**config.mk**
```make
export PLATFORM = sky130hd
export DESIGN_NAME = scan_counter_flat
export DESIGN_NICKNAME = d
export VERILOG_FILES = /design/src/rtl/scan_counter_if.sv /design/src/rtl/scan_counter.sv /design/src/flat_wrapper.sv
export SDC_FILE = /design/constraint.sdc
export NUM_CORES = 1
export LEC_CHECK = 0
export CORE_AREA = 4 4 41 43
export DETAILED_ROUTE_END_ITERATION = 7
export DIE_AREA = 0 0 45 47
export HOLD_SLACK_MARGIN = 0.08
export MAX_ROUTING_LAYER = met4
export PLACE_DENSITY = 0.46
export REMOVE_ABC_BUFFERS = 1
export SYNTH_ARGS = -nofsm -noshare
export SYNTH_HDL_FRONTEND = slang
export SYNTH_SLANG_ARGS = --single-unit
```
**constraint.sdc**
```tcl
create_clock -name clk -period 1.59 [get_ports clk]
set_input_delay 0.3975 -clock clk [delete_from_list [all_inputs] [get_ports clk]]
set_output_delay 0.3975 -clock clk [all_outputs]
set_load 0.005 [all_outputs]
```
**src/rtl/scan_counter_if.sv**
```systemverilog
// scan_counter_if: groups the scan/count signals of scan_counter.
//   SE       : scan enable (1 = shift, 0 = count), driven by master
//   scan_in  : serial scan data into count[0], driven by master
//   count    : registered counter value, driven by slave
//   scan_out : serial scan data out (count MSB), driven by slave
// master = stimulus side (bench / test controller), slave = the counter.
interface scan_counter_if #(
  parameter int WIDTH = 4
);
  logic             SE;
  logic             scan_in;
  logic [WIDTH-1:0] count;
  logic             scan_out;

  modport master (
    output SE,
    output scan_in,
    input  count,
    input  scan_out
  );

  modport slave (
    input  SE,
    input  scan_in,
    output count,
    output scan_out
  );
endinterface

```
**src/rtl/scan_counter.sv**
```systemverilog
// scan_counter: free-running WIDTH-bit up-counter whose register doubles as a
// mux-D scan chain.
//   clk   : single clock, all state changes on its rising edge
//   reset : synchronous, active-low; clears the count with top priority
//   bus   : scan_counter_if.slave
//           SE=1 shifts {count[WIDTH-2:0], scan_in}, SE=0 increments (wraps)
//           count is the register itself, scan_out is a wire from its MSB
module scan_counter #(
  parameter int WIDTH = 4
) (
  input  logic          clk,
  input  logic          reset,
  scan_counter_if.slave bus
);

  logic [WIDTH-1:0] count_reg;
  logic [WIDTH-1:0] count_next;
  logic [WIDTH-1:0] shift_next;

  // Shift network: each bit takes its lower neighbour, bit 0 takes scan_in.
  assign shift_next[0] = bus.scan_in;
  generate
    for (genvar gi = 1; gi < WIDTH; gi++) begin : g_shift
      assign shift_next[gi] = count_reg[gi-1];
    end
  endgenerate

  // Mode mux in front of the flops; reset is handled in the register process
  // so it overrides both modes.
  always_comb begin
    count_next = count_reg + WIDTH'(1);
    if (bus.SE) begin
      count_next = shift_next;
    end
  end

  always_ff @(posedge clk) begin
    if (!reset) begin
      count_reg <= '0;
    end else begin
      count_reg <= count_next;
    end
  end

  // No logic on the outputs: both come straight from the flops.
  assign bus.count    = count_reg;
  assign bus.scan_out = count_reg[WIDTH-1];

endmodule

```
**src/flat_wrapper.sv**
```systemverilog
// flat-port wrapper written by rule: the top's interface ports become plain ports
module scan_counter_flat 
#(
  parameter int WIDTH = 4
)
  (clk, reset, bus_SE, bus_scan_in, bus_count, bus_scan_out);
  scan_counter_if #(.WIDTH(WIDTH)) bus_i ();
  input  logic clk;
  input  logic reset;
  input wire logic [$bits(bus_i.SE)-1:0] bus_SE;
  input wire logic [$bits(bus_i.scan_in)-1:0] bus_scan_in;
  output wire logic [$bits(bus_i.count)-1:0] bus_count;
  output wire logic [$bits(bus_i.scan_out)-1:0] bus_scan_out;
  assign bus_i.SE = bus_SE;
  assign bus_i.scan_in = bus_scan_in;
  assign bus_count = bus_i.count;
  assign bus_scan_out = bus_i.scan_out;
  scan_counter #(.WIDTH(WIDTH)) u_core (.clk(clk), .reset(reset), .bus(bus_i));
endmodule
```
# ---- After elaboration in Yosys (flattened, before gate mapping)
# Index checks and enable logic that the tools add are counted.
dict set report word_totals {
  in_bits 4
  ff_bits 4
  out_inout_bits 5
  elab_cells 3
}
dict set report classes {
  add_sub_neg 1
  muxes 1
}
# cell n
set op_table {}
lappend op_table {{adder 4 x 1 -> 4 bit, second input constant} 1}
lappend op_table {{2-to-1 mux 4 bit} 1}

# ---- Longest topological paths before layout
# Gate-level depths: netlist (run 1).
dict set report depth {
  word_depth 2
  ltp_mapped 4
  ltp_nobuf 4
}

# ---- Worst setup path before layout (run 1)
# No wires, ideal clock.
dict set report synth_path {
  kind {reg2reg}
  startpoint {register u_core.count_reg[0], in the netlist u_core.bus.count[0]}
  endpoint {register u_core.count_reg[2], in the netlist u_core.bus.count[2]}
  path_stages_with_launch 5
  setup_slack_ps 609
  arrival_ps 866
  period_less_slack_ps 981
  path_buffers 0
  required_time_ps 1475
  setup_ps 115
  cell_sequence {dfxtp_1 ha_1 xnor2_1 o21ai_1 and2_1}
}
dict set report synth_via {
  elab_chain_cells 2
}
# item line
set synth_lines {}
lappend synth_lines {{from (decl)} scan_counter.sv:16} ;# logic [WIDTH-1:0] count_reg;
lappend synth_lines {{from (signal assigned)} scan_counter.sv:41} ;# count_reg <= count_next;
lappend synth_lines {{adder 4 x 1 -> 4 bit} scan_counter.sv:31} ;# count_next = count_reg + WIDTH'(1);
lappend synth_lines {{2-to-1 mux 4 bit} scan_counter.sv:32} ;# if (bus.SE) begin
# Every way passes these cells.
# A chain may end at the register's enable or synchronous reset.

# ---- Final worst setup path (run 1)
dict set report layout_path {
  startpoint {register u_core.count_reg[2], in the netlist u_core.bus.count[2]}
  endpoint {output bus_count[2]}
}
# item line
set layout_rtl {}
lappend layout_rtl {{to (decl)} flat_wrapper.sv:12} ;# output wire logic [$bits(bus_i.count)-1:0] bus_count;
# No word-level cell between the ends.

==> results of run 1 <==
## worst reg2reg max path: stages, from the launching register on
cell	delay (ns)
dfxtp_2	0.34
ha_1	0.21
xnor2_1	0.14
o21ai_1	0.07
and2_1	0.15
## through the flow
stage                     utilization  cell area, µm²  std cells  setup slack (ns)
after global routing           0.2337           304.0         46          0.003228
final                          0.2337           304.0         46           0.04057
after global placement         0.2144           279.0         43            0.2311
after detailed placement       0.2144           279.0         43            0.2161
after CTS                      0.2327           302.8         46           0.02491
after floorplan                     -           180.2         20            0.6086
## routing by layer
layer	GRT usage	wire, µm	up-vias
li1	-	-	92
met1	0.06576	227	66
met2	0.06215	150	9
met3	0.03448	51	0
met4	0.05263	0	0
met5	-	0	-
## power by group
| group | switching, mW | total [mW] | leakage, nW | internal [mW] |
|---|---|---|---|---|
| combinational | 0.0126 | 0.0388 | 0.0637 | 0.0262 |
| sequential | 0.00780 | 0.116 | 0.0334 | 0.108 |
| clock | 0.0466 | 0.131 | 0.0138 | 0.0848 |
## area by class of cell
class	instances	area (µm²)	share of cell area
Clock buffer	3	22.52	0.07407
Tap cell	15	18.77	0.06173
Sequential cell	4	82.58	0.2716
Inverter	1	3.754	0.01235
Multi-Input combinational cell	15	96.34	0.3169
Timing Repair Buffer	8	80.08	0.2634
## cell usage after synthesis
| library cell | instances |
|---|---|
| dfxtp_1 | 4 |
| nand2_1 | 3 |
| and2_1 | 2 |
| o21ai_0 | 2 |
| a31oi_1 | 1 |
| buf_4 | 1 |
| ha_1 | 1 |
| inv_1 | 1 |
| mux2i_1 | 1 |
| nand3_1 | 1 |
| nand4b_1 | 1 |
| nor2b_1 | 1 |
| o21ai_1 | 1 |
| xnor2_1 | 1 |
## repair_timing
| action | in CTS | in global routing |
|---|---|---|
| pin swaps | 0 | 0 |
| resized for setup | 1 | 1 |
| setup endpoints to repair | 1 | 1 |
| gates cloned | 0 | 0 |
| buffers inserted | 0 | 0 |
## final timing paths
check                                        end  slack [ns]
setup / recovery                    bus_count[2]        0.04
hold / removal    u_core.bus.count[3]$_SDFF_PN0_        0.52
setup reg to reg  u_core.bus.count[2]$_SDFF_PN0_        0.57
hold reg to reg   u_core.bus.count[3]$_SDFF_PN0_        0.52
## cells by family after synthesis
group           count (synthesis)
compound gates                  4
xor+xnor                        1
fa+ha+maj                       1
buf+inv                         2
flops                           4
mux                             1
simple gates                    8
==> impl_metrics.toml, run 1 <==
[routing]
viasPerCell = 3.630
detail_route.iter0.violations = 0
via_count = 167
total_detailed_routing_wirelength_um = 428
firstDrtPassIters = 1
avgRoutedWirePerCell_um = 9.304
number_of_drc_violations_after_detailed_routing = 0
final_antenna_net_count = 0

[finish]
commonest_non_fill_non_tap_cell_in_the_layout = "clkdlybuf4s50_1"
design.final.nets = 38
number_of_flip_flops_under_the_largest_register_name = 4
fillCellCount = 148
most_frequent_cells_in_the_layout = "clkdlybuf4s50_1 (8), nand2_1 (3), clkbuf_4 (3)"
flow.area_growth_from_synthesis_pct = 62.00
insertedDiodeCount = 0
post_route_cells_drive_above_1_share = 0.1613

[power_and_ir_drop]
max-vdd-ir-drop_uv = 230.7
design_power_total_mw = 0.2858
power-per-cell-area_mw_per_mm2 = 939.9
static-leakage-power_nw = 0.1109

[worst_hold_path]
holdPathStages = 2
min_path_type = "flop to flop"
worst_hold_path_startpoint = "u_core.bus.count[2]$_SDFF_PN0_"

[timing]
timing.final.setup_violations = 0
relSlewSlack = 0.8549
setup_tns_ns = 0
achievable-frequency_mhz = 645.4
finalHoldWorstSlack_ns = 0.5170
final_period_minus_worst_setup_slack_ns = 1.549
clock-skew-final_ns = 0.001497
finalHoldViolations = 0
worst_pin_slew_ns = 0.2170
timing.final.max_slew_violations = 0
rsz0062_at_grt = "no"
finalCritPeriodShare = 0.9745

[global_routing]
grt_max_degree = 8
grt_pass1_vias = 193
antenna_found_initial = 0
globalRouteOverflowTotal = 0
grt_usage = 0.05623
grt_pass1_wl_um = 745

[clock_tree]
cts_max_level = 1
clock_insertion_delay_worst_skew_ns = 0.24
max-clock-path-buffers = 2
cts_tree = "built"
clock_sink_count = 4
clockRootBuffer = "clkbuf_4"
clk_pin_slew_worst_paths_ns = 0.04
post_cts_hold_buffer_count = 0
numCtsBuffers = 3

[worst_setup_path]
crit_type = "flop to primary output"
crit_slowest_cell = "clkdlybuf4s50_1"
worstPathCellList = "clkdlybuf4s50_1"
critical-path-max-stage-delay_ns = 0.53
worst-path-buf-inv = 1
timing.critical_path.to_type = "primary output"
timing.reg2reg.worst_path_depth = 4
cp.depth = 1
worst-path-max-fanout = 4
cp.required_ns = 1.19
worst_setup_path_start_kind = "flop"
worstPathArrival_ns = 1.15
critical_path.startpoint = "u_core.bus.count[2]$_SDFF_PN0_"
cpLargestDelayFamily = "buffers and inverters"
worst_r2r_startpoint = "u_core.bus.count[0]$_SDFF_PN0_"

[yosys]
synth_top_cell_area_share = 0.4267
synth_compound_area_frac = 0.1133
synth.largest_area_cell = "dfxtp_1"
largest_family_of_logic_cells_by_synthesized_area = "simple AND/OR/NAND/NOR gates"
ys_warn_count = 0
post_synthesis_cell_count = 21
syn_area_um2 = 187.7
synth_fa_ha_area_frac = 0.06667
synth_xor_xnor_area_share = 0.04667
synth-seq-area-share = 0.4267
synth-seq-cells = 4
yosys.area_share.simple = 0.2333
synthesis.area_per_instance_um2 = 8.937
yosys-top-cells-area = "dfxtp_1 (43%), and2_1 (6.7%), ha_1 (6.7%), nand2_1 (6.0%), mux2i_1 (5.3%)"
synth.distinct_cells = 14
synth_mux_area_frac = 0.05333

[place]
gp_congestion = 0.6115
port-buffer-count = 8

[floorplan]
std_cell_rows = 13
initial_utilization = 0.1442
coreArea_mm2 = 0.001301
die-width_um = 45
die_area_mm2 = 0.002115
top_level_ports = 9
floorplan.die.height_um = 47

[status]
result_of_the_run = "finished clean"

[job]
cap_violations = 0
Note: power is estimated with default switching activity, not from simulation.
==> run 2: changes to the inputs <==
--- a/config.mk
+++ b/config.mk
@@ -8,6 +8,7 @@
 export CORE_AREA = 4 4 41 43
 export DETAILED_ROUTE_END_ITERATION = 7
 export DIE_AREA = 0 0 45 47
+export GPL_ROUTABILITY_DRIVEN = 1
 export HOLD_SLACK_MARGIN = 0.08
 export MAX_ROUTING_LAYER = met4
 export PLACE_DENSITY = 0.46
==> results of run 2 <==
No change in the layout: final DEF, timing and power equal those of run 1.
